<file path="config.mk">
export PLATFORM = sky130hd
export DESIGN_NAME = visitor_count_ctrl
export DESIGN_NICKNAME = d
export VERILOG_FILES = /design/src/rtl/visitor_count_ctrl_pkg.sv /design/src/rtl/half_adder.sv /design/src/rtl/visitor_count_ctrl.sv
export SDC_FILE = /design/constraint.sdc
export NUM_CORES = 1
export LEC_CHECK = 0
export ABC_AREA = 1
export CORE_MARGIN = 2
export CORE_UTILIZATION = 55
export CTS_CLUSTER_SIZE = 14
export DETAILED_ROUTE_END_ITERATION = 8
export GPL_TIMING_DRIVEN = 0
export PLACE_DENSITY = 0.81
export SYNTH_ARGS = -nofsm -noshare
export SYNTH_HDL_FRONTEND = slang
export SYNTH_SLANG_ARGS = --single-unit
</file>
<file path="constraint.sdc">
create_clock -name clk -period 2.8 [get_ports clk]
set_input_delay 0.56 -clock clk [delete_from_list [all_inputs] [get_ports clk]]
set_output_delay 0.56 -clock clk [all_outputs]
set_load 0.01 [all_outputs]
</file>
<file path="src/rtl/visitor_count_ctrl_pkg.sv">
// Shared types and constants for the bit-serial visitor counter.
package visitor_count_ctrl_pkg;

  localparam int unsigned WIDTH_DEF = 8;

  typedef enum logic [1:0] {
    IDLE   = 2'd0,
    SERIAL = 2'd1,
    DONE   = 2'd2
  } state_e;

  typedef enum logic {
    GNT_IN  = 1'b0,
    GNT_OUT = 1'b1
  } gnt_e;

endpackage

</file>
<file path="src/rtl/half_adder.sv">
// Team half-adder cell: single-bit sum and carry.
module half_adder (
  input  logic a,
  input  logic b,
  output logic sum,
  output logic carry
);

  assign sum   = a ^ b;
  assign carry = a & b;

endmodule

</file>
<file path="src/rtl/visitor_count_ctrl.sv">
// Visitor counter: entry/exit strobes are queued, arbitrated round-robin and
// applied to the count one bit per cycle through a single shared half-adder.
module visitor_count_ctrl
  import visitor_count_ctrl_pkg::*;
#(
  parameter int unsigned WIDTH = WIDTH_DEF
) (
  input  logic             clk,
  input  logic             rst_n,
  input  logic             entry_pls,
  input  logic             exit_pls,
  output logic [WIDTH-1:0] count,
  output logic             busy,
  output logic             done,
  output logic             rejected,
  output logic             dropped,
  output logic             full,
  output logic             empty
);

  localparam int unsigned IDX_W = (WIDTH > 1) ? $clog2(WIDTH) : 1;

  state_e             state_q, state_d;
  logic [WIDTH-1:0]   count_q, count_d;
  logic [WIDTH-1:0]   shreg_q, shreg_d;
  logic [IDX_W-1:0]   idx_q, idx_d;
  logic               c_q, c_d;
  logic               pend_in_q, pend_in_d;
  logic               pend_out_q, pend_out_d;
  gnt_e               last_gnt_q, last_gnt_d;
  gnt_e               dir_q, dir_d;
  logic               busy_q, busy_d;
  logic               done_q, done_d;
  logic               rejected_q, rejected_d;
  logic               dropped_q, dropped_d;

  logic               clr_in, clr_out;
  logic               grant_in;
  logic               inc;
  logic               ha_a, ha_sum, ha_carry;
  logic               res_bit;
  logic               full_c, empty_c;

  assign full_c  = (count_q == {WIDTH{1'b1}});
  assign empty_c = (count_q == '0);

  // Decrement reuses the incrementer by complementing the operand and result.
  assign inc     = (dir_q == GNT_IN);
  assign ha_a    = inc ? shreg_q[0] : ~shreg_q[0];
  assign res_bit = inc ? ha_sum : ~ha_sum;

  half_adder u_ha (
    .a     (ha_a),
    .b     (c_q),
    .sum   (ha_sum),
    .carry (ha_carry)
  );

  always_comb begin
    state_d    = state_q;
    count_d    = count_q;
    shreg_d    = shreg_q;
    idx_d      = idx_q;
    c_d        = c_q;
    last_gnt_d = last_gnt_q;
    dir_d      = dir_q;
    busy_d     = 1'b0;
    done_d     = 1'b0;
    rejected_d = 1'b0;
    clr_in     = 1'b0;
    clr_out    = 1'b0;
    grant_in   = 1'b0;

    case (state_q)
      IDLE: begin
        if (pend_in_q || pend_out_q) begin
          if (pend_in_q && pend_out_q) grant_in = (last_gnt_q == GNT_OUT);
          else                         grant_in = pend_in_q;
          dir_d      = grant_in ? GNT_IN : GNT_OUT;
          last_gnt_d = dir_d;
          clr_in     = grant_in;
          clr_out    = ~grant_in;
          busy_d     = 1'b1;
          if ((grant_in && full_c) || (!grant_in && empty_c)) begin
            state_d    = DONE;
            done_d     = 1'b1;
            rejected_d = 1'b1;
          end else begin
            state_d = SERIAL;
            shreg_d = count_q;
            c_d     = 1'b1;
            idx_d   = '0;
          end
        end
      end
      SERIAL: begin
        shreg_d = {res_bit, shreg_q[WIDTH-1:1]};
        c_d     = ha_carry;
        idx_d   = idx_q + IDX_W'(1);
        busy_d  = 1'b1;
        if (idx_q == IDX_W'(WIDTH - 1)) begin
          state_d = DONE;
          done_d  = 1'b1;
        end
      end
      DONE: begin
        state_d = IDLE;
        if (!rejected_q) count_d = shreg_q;
      end
      default: state_d = IDLE;
    endcase
  end

  // A new strobe re-sets a flag cleared by the same-cycle grant.
  assign pend_in_d  = (pend_in_q & ~clr_in) | entry_pls;
  assign pend_out_d = (pend_out_q & ~clr_out) | exit_pls;
  assign dropped_d  = (entry_pls & pend_in_q & ~clr_in) |
                      (exit_pls & pend_out_q & ~clr_out);

  always_ff @(posedge clk or negedge rst_n) begin
    if (!rst_n) begin
      state_q    <= IDLE;
      count_q    <= '0;
      shreg_q    <= '0;
      idx_q      <= '0;
      c_q        <= 1'b0;
      pend_in_q  <= 1'b0;
      pend_out_q <= 1'b0;
      last_gnt_q <= GNT_OUT;
      dir_q      <= GNT_IN;
      busy_q     <= 1'b0;
      done_q     <= 1'b0;
      rejected_q <= 1'b0;
      dropped_q  <= 1'b0;
    end else begin
      state_q    <= state_d;
      count_q    <= count_d;
      shreg_q    <= shreg_d;
      idx_q      <= idx_d;
      c_q        <= c_d;
      pend_in_q  <= pend_in_d;
      pend_out_q <= pend_out_d;
      last_gnt_q <= last_gnt_d;
      dir_q      <= dir_d;
      busy_q     <= busy_d;
      done_q     <= done_d;
      rejected_q <= rejected_d;
      dropped_q  <= dropped_d;
    end
  end

  assign count    = count_q;
  assign busy     = busy_q;
  assign done     = done_q;
  assign rejected = rejected_q;
  assign dropped  = dropped_q;
  assign full     = full_c;
  assign empty    = empty_c;

endmodule

</file>
After elaboration in Yosys (flattened, before gate mapping) --
Cells that the tools add are included.
Word-level totals: output and inout bits 14, input bits 4, logic and storage cells 81, register bits 30
Operators by class: mux-type cells 30, bitwise operators 17, $add $sub $neg 1, equality and inequality tests 7, reduce and logical (&&, ||, !) cells 13
Operator list (number):
- 1-bit two-way mux | 17
- 8-bit two-way mux | 2
- 8-bit case mux with 2 select lines | 1
- 8-bit == test, second input constant | 1
- 8-bit zero test | 1
- 1-bit AND | 7
- 2-bit two-way mux | 3
- 3-bit two-way mux | 2
- 2-bit inequality test, second input constant | 3
- 1-bit inverter | 6
- 1-bit case mux with 2 select lines | 3
- 3-bit case mux with 2 select lines | 1
- 2-bit AND reduction | 3
- 2-bit case mux with 2 select lines | 1
- 3-bit by 1-bit adder with 3-bit output, second input constant | 1
- 3-bit == test, second input constant | 1
- 1-bit logical AND | 3
- 1-bit OR | 3
- 3-bit AND reduction | 1
- 2-bit by 1-bit == test with 1-bit output, second input constant | 1
- 2-bit == test, second input constant | 1
- 2-bit zero test | 1
- 1-bit logical OR | 2
- 2-bit nonzero test | 1
- 2 further kinds | 2

Logic depth before layout (Yosys ltp) --
word-level depth 10, depth in mapped cells 10, depth with buffers taken out 9

Modules after synthesis --
Synthesis repeated with hierarchy kept, for this count alone.
Second synthesis, totals: cell total of the unflattened synthesis 170, area, all modules 1412.6 µm²
By module, submodules not included:
- visitor_count_ctrl | seq. area each 752.0 µm², cells each 169, times used 1, area each 1400.1 µm²
- half_adder | seq. area each 0.0 µm², cells each 1, times used 1, area each 12.5 µm²

Least setup slack after synthesis --
No wires, ideal clock.
path kind register to output, from register count_q[3], in the netlist count[3], to output empty, stages on the path, launching flop included 4, path buffers 0, required time 2.240 ns, arrival 0.798 ns, slack 1.442 ns, cells stage by stage dfrtp_1 -> nor2_1 -> nand2_1 -> nor2_1
On the way: cells in the longest elaborated chain, start to end 1
RTL lines:
- from (decl) | RTL line visitor_count_ctrl.sv:24 | logic [WIDTH-1:0] count_q, count_d;
- from (signal assigned) | RTL line visitor_count_ctrl.sv:137 | count_q <= count_d;
- 8-bit zero test | RTL line visitor_count_ctrl.sv:45 | assign empty_c = (count_q == '0);
- to (decl) | RTL line visitor_count_ctrl.sv:18 | output logic empty
Every way passes these cells.

Worst setup path in the final report --
Ends and elaborated chain as after synthesis.

==> qor.yml <==
status:
  status: "completed"
drt:
  vias: 1159
  dr.pass1.iters: 4
  drt_iter0_drc: 34
  drc: 0
  via_per_inst: 5.151
  wl_per_cell_microns: 12.41
  wl_microns: 2793
  antenna_left: 0
layout:
  drive_gt1_share_pct: 10.26
  fin_nets: 201
  fillerInstances: 205
  area_growth_pct: 18.89
  antenna_cells: 0
  ff_latch_area_sq_um: 752.0
  multi_input_area_sq_um: 539.3
timing:
  worst-slew-pin-transition_ps: 663.1
  min_period_over_period_pct: 79.75
  fmax_mhz: 447.8
  setup_viol: 0
  rsz0062_at_grt: "false"
  relSlewSlack_pct: 55.79
  hold_viol: 0
  tns_ps: 0
  clock_skew_ps: 2.077
  maxSlewViolCount: 0
  fin_crit_ps: 2233
clocking:
  clk_pin_slew_worst_paths_ps: 90
  clock_sinks: 30
  clock_latency_ps: 330
  htree_num_levels: 2
  cts-buffers-inserted: 5
  clock_path_buffers: 2
  tritoncts: "done"
  root_buffer: "clkbuf_4"
  cts_hold_buf: 0
  cts_resized: 0
  cts_setup_buffers: 0
placement:
  dp_hpwl_microns: 1960
  port_buffers: 17
  gp_congestion: 0.8441
grt:
  track_usage_pct: 22.49
  grt-ovfl-total: 0
  grt_pass1_vias: 1012
  grt_max_degree: 31
  grt_pass1_wl_microns: 4560
  grt_antenna_before_repair: 0
die:
  die_h_microns: 54.30
  ios: 18
  core_area_sq_mm: 0.002432
  start_util_pct: 57.20
  die_w_microns: 54.30
  rows: 18
  dieArea_sq_mm: 0.002948
setup_path:
  path_cells: "nor2_1 -> nand2_1 -> nor2_1 -> clkdlybuf4s50_1"
  start_kind: "flop"
  path_max_fanout: 5
  slowest_stage: "clkdlybuf4s50_1"
  path_buf_inv: 1
  critPathRequiredTime_ps: 2240
  crit_path_end_kind: "output pin"
  reg2reg_setup_slack_ps: 1290
  arrival_ps: 1670
  crit_top_cell: "nor2_1"
  cp_top_family: "buffers and inverters"
  worst-setup-path-type: "reg2out"
  slowest_delay_ps: 550
synthesis:
  synth_area_sq_mm: 0.001391
  ys_ff_latch: 30
  synthCells: 170
  ys.warnings.count: 0
  yosys.cell_types.count: 20
  syn_nets: 177
  syn_area_per_cell_sq_um: 8.184
  yosysSeqAreaShare_pct: 54.05
pwr:
  irDropWorstVdd_mv: 0.9186
  total_power_mw: 2.057
  powerDensity_mw_per_mm2: 1244
  p_leak_nw: 0.8379
run:
  maxCapViolations: 0
min_path:
  worstHoldPathType: "in2async"
==> cell type report <==
class | instances | area share (%)
plain buffers | 6 | 2.194
clock buffers | 7 | 3.328
clock inverters | 1 | 0.3026
inverters | 17 | 3.858
multi-input cells | 117 | 32.60
flip-flops and latches | 30 | 45.46
well taps | 30 | 2.269
repair buffers | 17 | 9.985
==> registers in the layout, indices dropped and copies added (netlist names) <==
register    count
dir_q           1
idx_q           3
c_q             1
pend_out_q      1
rejected        1
last_gnt_q      1
busy            1
state_q         2
shreg_q         8
done            1
pend_in_q       1
dropped         1
count           8
==> per-layer routing <==
metal / GRT usage, % / vias up / part of all wire, %
li1: - / 578 / -
met1: 30.14 / 544 / 45
met2: 32.73 / 33 / 48
met3: 9.290 / 4 / 6.2
met4: 7.917 / 0 / 0.79
met5: 0 / - / 0
==> layout by cell type (no fill, tap or decap) <==
master           instances
buf_2                    3
nand3_2                  1
nand2_2                  2
mux2_2                   1
o21ai_2                  1
or2_2                    2
o22ai_1                  1
a21oi_1                  1
dfstp_2                  1
clkbuf_1                 3
nor2_1                  11
nand3_1                  9
inv_1                   17
clkbuf_4                 5
clkinv_2                 1
clkdlybuf4s50_1         16
nand2_1                 64
clkbuf_8                 1
o21ai_0                 20
ha_1                     3
xor2_1                   1
buf_6                    1
dfrtp_1                 29
buf_4                    1
==> logic make-up after synthesis <==
logic type	Yosys count	synth area share, %
compound gates	23	8.633
xor+xnor	1	0.6296
fa+ha+maj	3	2.698
buf+inv	23	7.195
flops	30	54.05
mux	1	0.8093
simple gates	89	25.99
==> through the flow <==
stage                     utilization [%]  cell area, sq um  std cells  hold WS (ps)  setup slack, ps
after floorplan                         -              1391        170         264.4             1442
after global placement              65.74              1599        217         453.6            726.0
after detailed placement            65.74              1599        217         458.2            673.3
after CTS                           68.21              1659        225         482.0            557.8
after global routing                68.00              1654        225         270.3            454.3
final                               68.00              1654        225         247.7            567.1
==> cell usage after synthesis, drive strengths merged <==
master   n  area share [%]
a21oi    1            0.36
buf      4             2.1
clkbuf   2            0.54
dfrtp   29              52
dfstp    1             1.9
ha       3             2.7
inv     17             4.6
mux2     1            0.81
nand2   66              18
nand3   10             4.0
nor2    11             3.0
o21ai   21             7.8
o22ai    1            0.45
or2      2            0.90
xor2     1            0.63
==> power breakdown <==
part / leakage (nW) / internal, mW / switching, mW / total (mW)
sequential: 0.383 / 0.610 / 0.119 / 0.729
clock: 0.0353 / 0.121 / 0.152 / 0.274
combinational: 0.420 / 0.442 / 0.613 / 1.05
total: 0.838 / 1.17 / 0.884 / 2.06
==> worst paths after layout <==
path / startpoint / end / cells past startpoint
max: count[3] / empty / 4
min: rst_n / shreg_q[0] / 1
max reg2reg: last_gnt_q / shreg_q[5] / 9
min reg2reg: shreg_q[1] / shreg_q[1] / 2
max in group asynchronous: rst_n / shreg_q[2] / 1
min in group clk: shreg_q[1] / shreg_q[1] / 2
(Power assumes the default switching activity.)
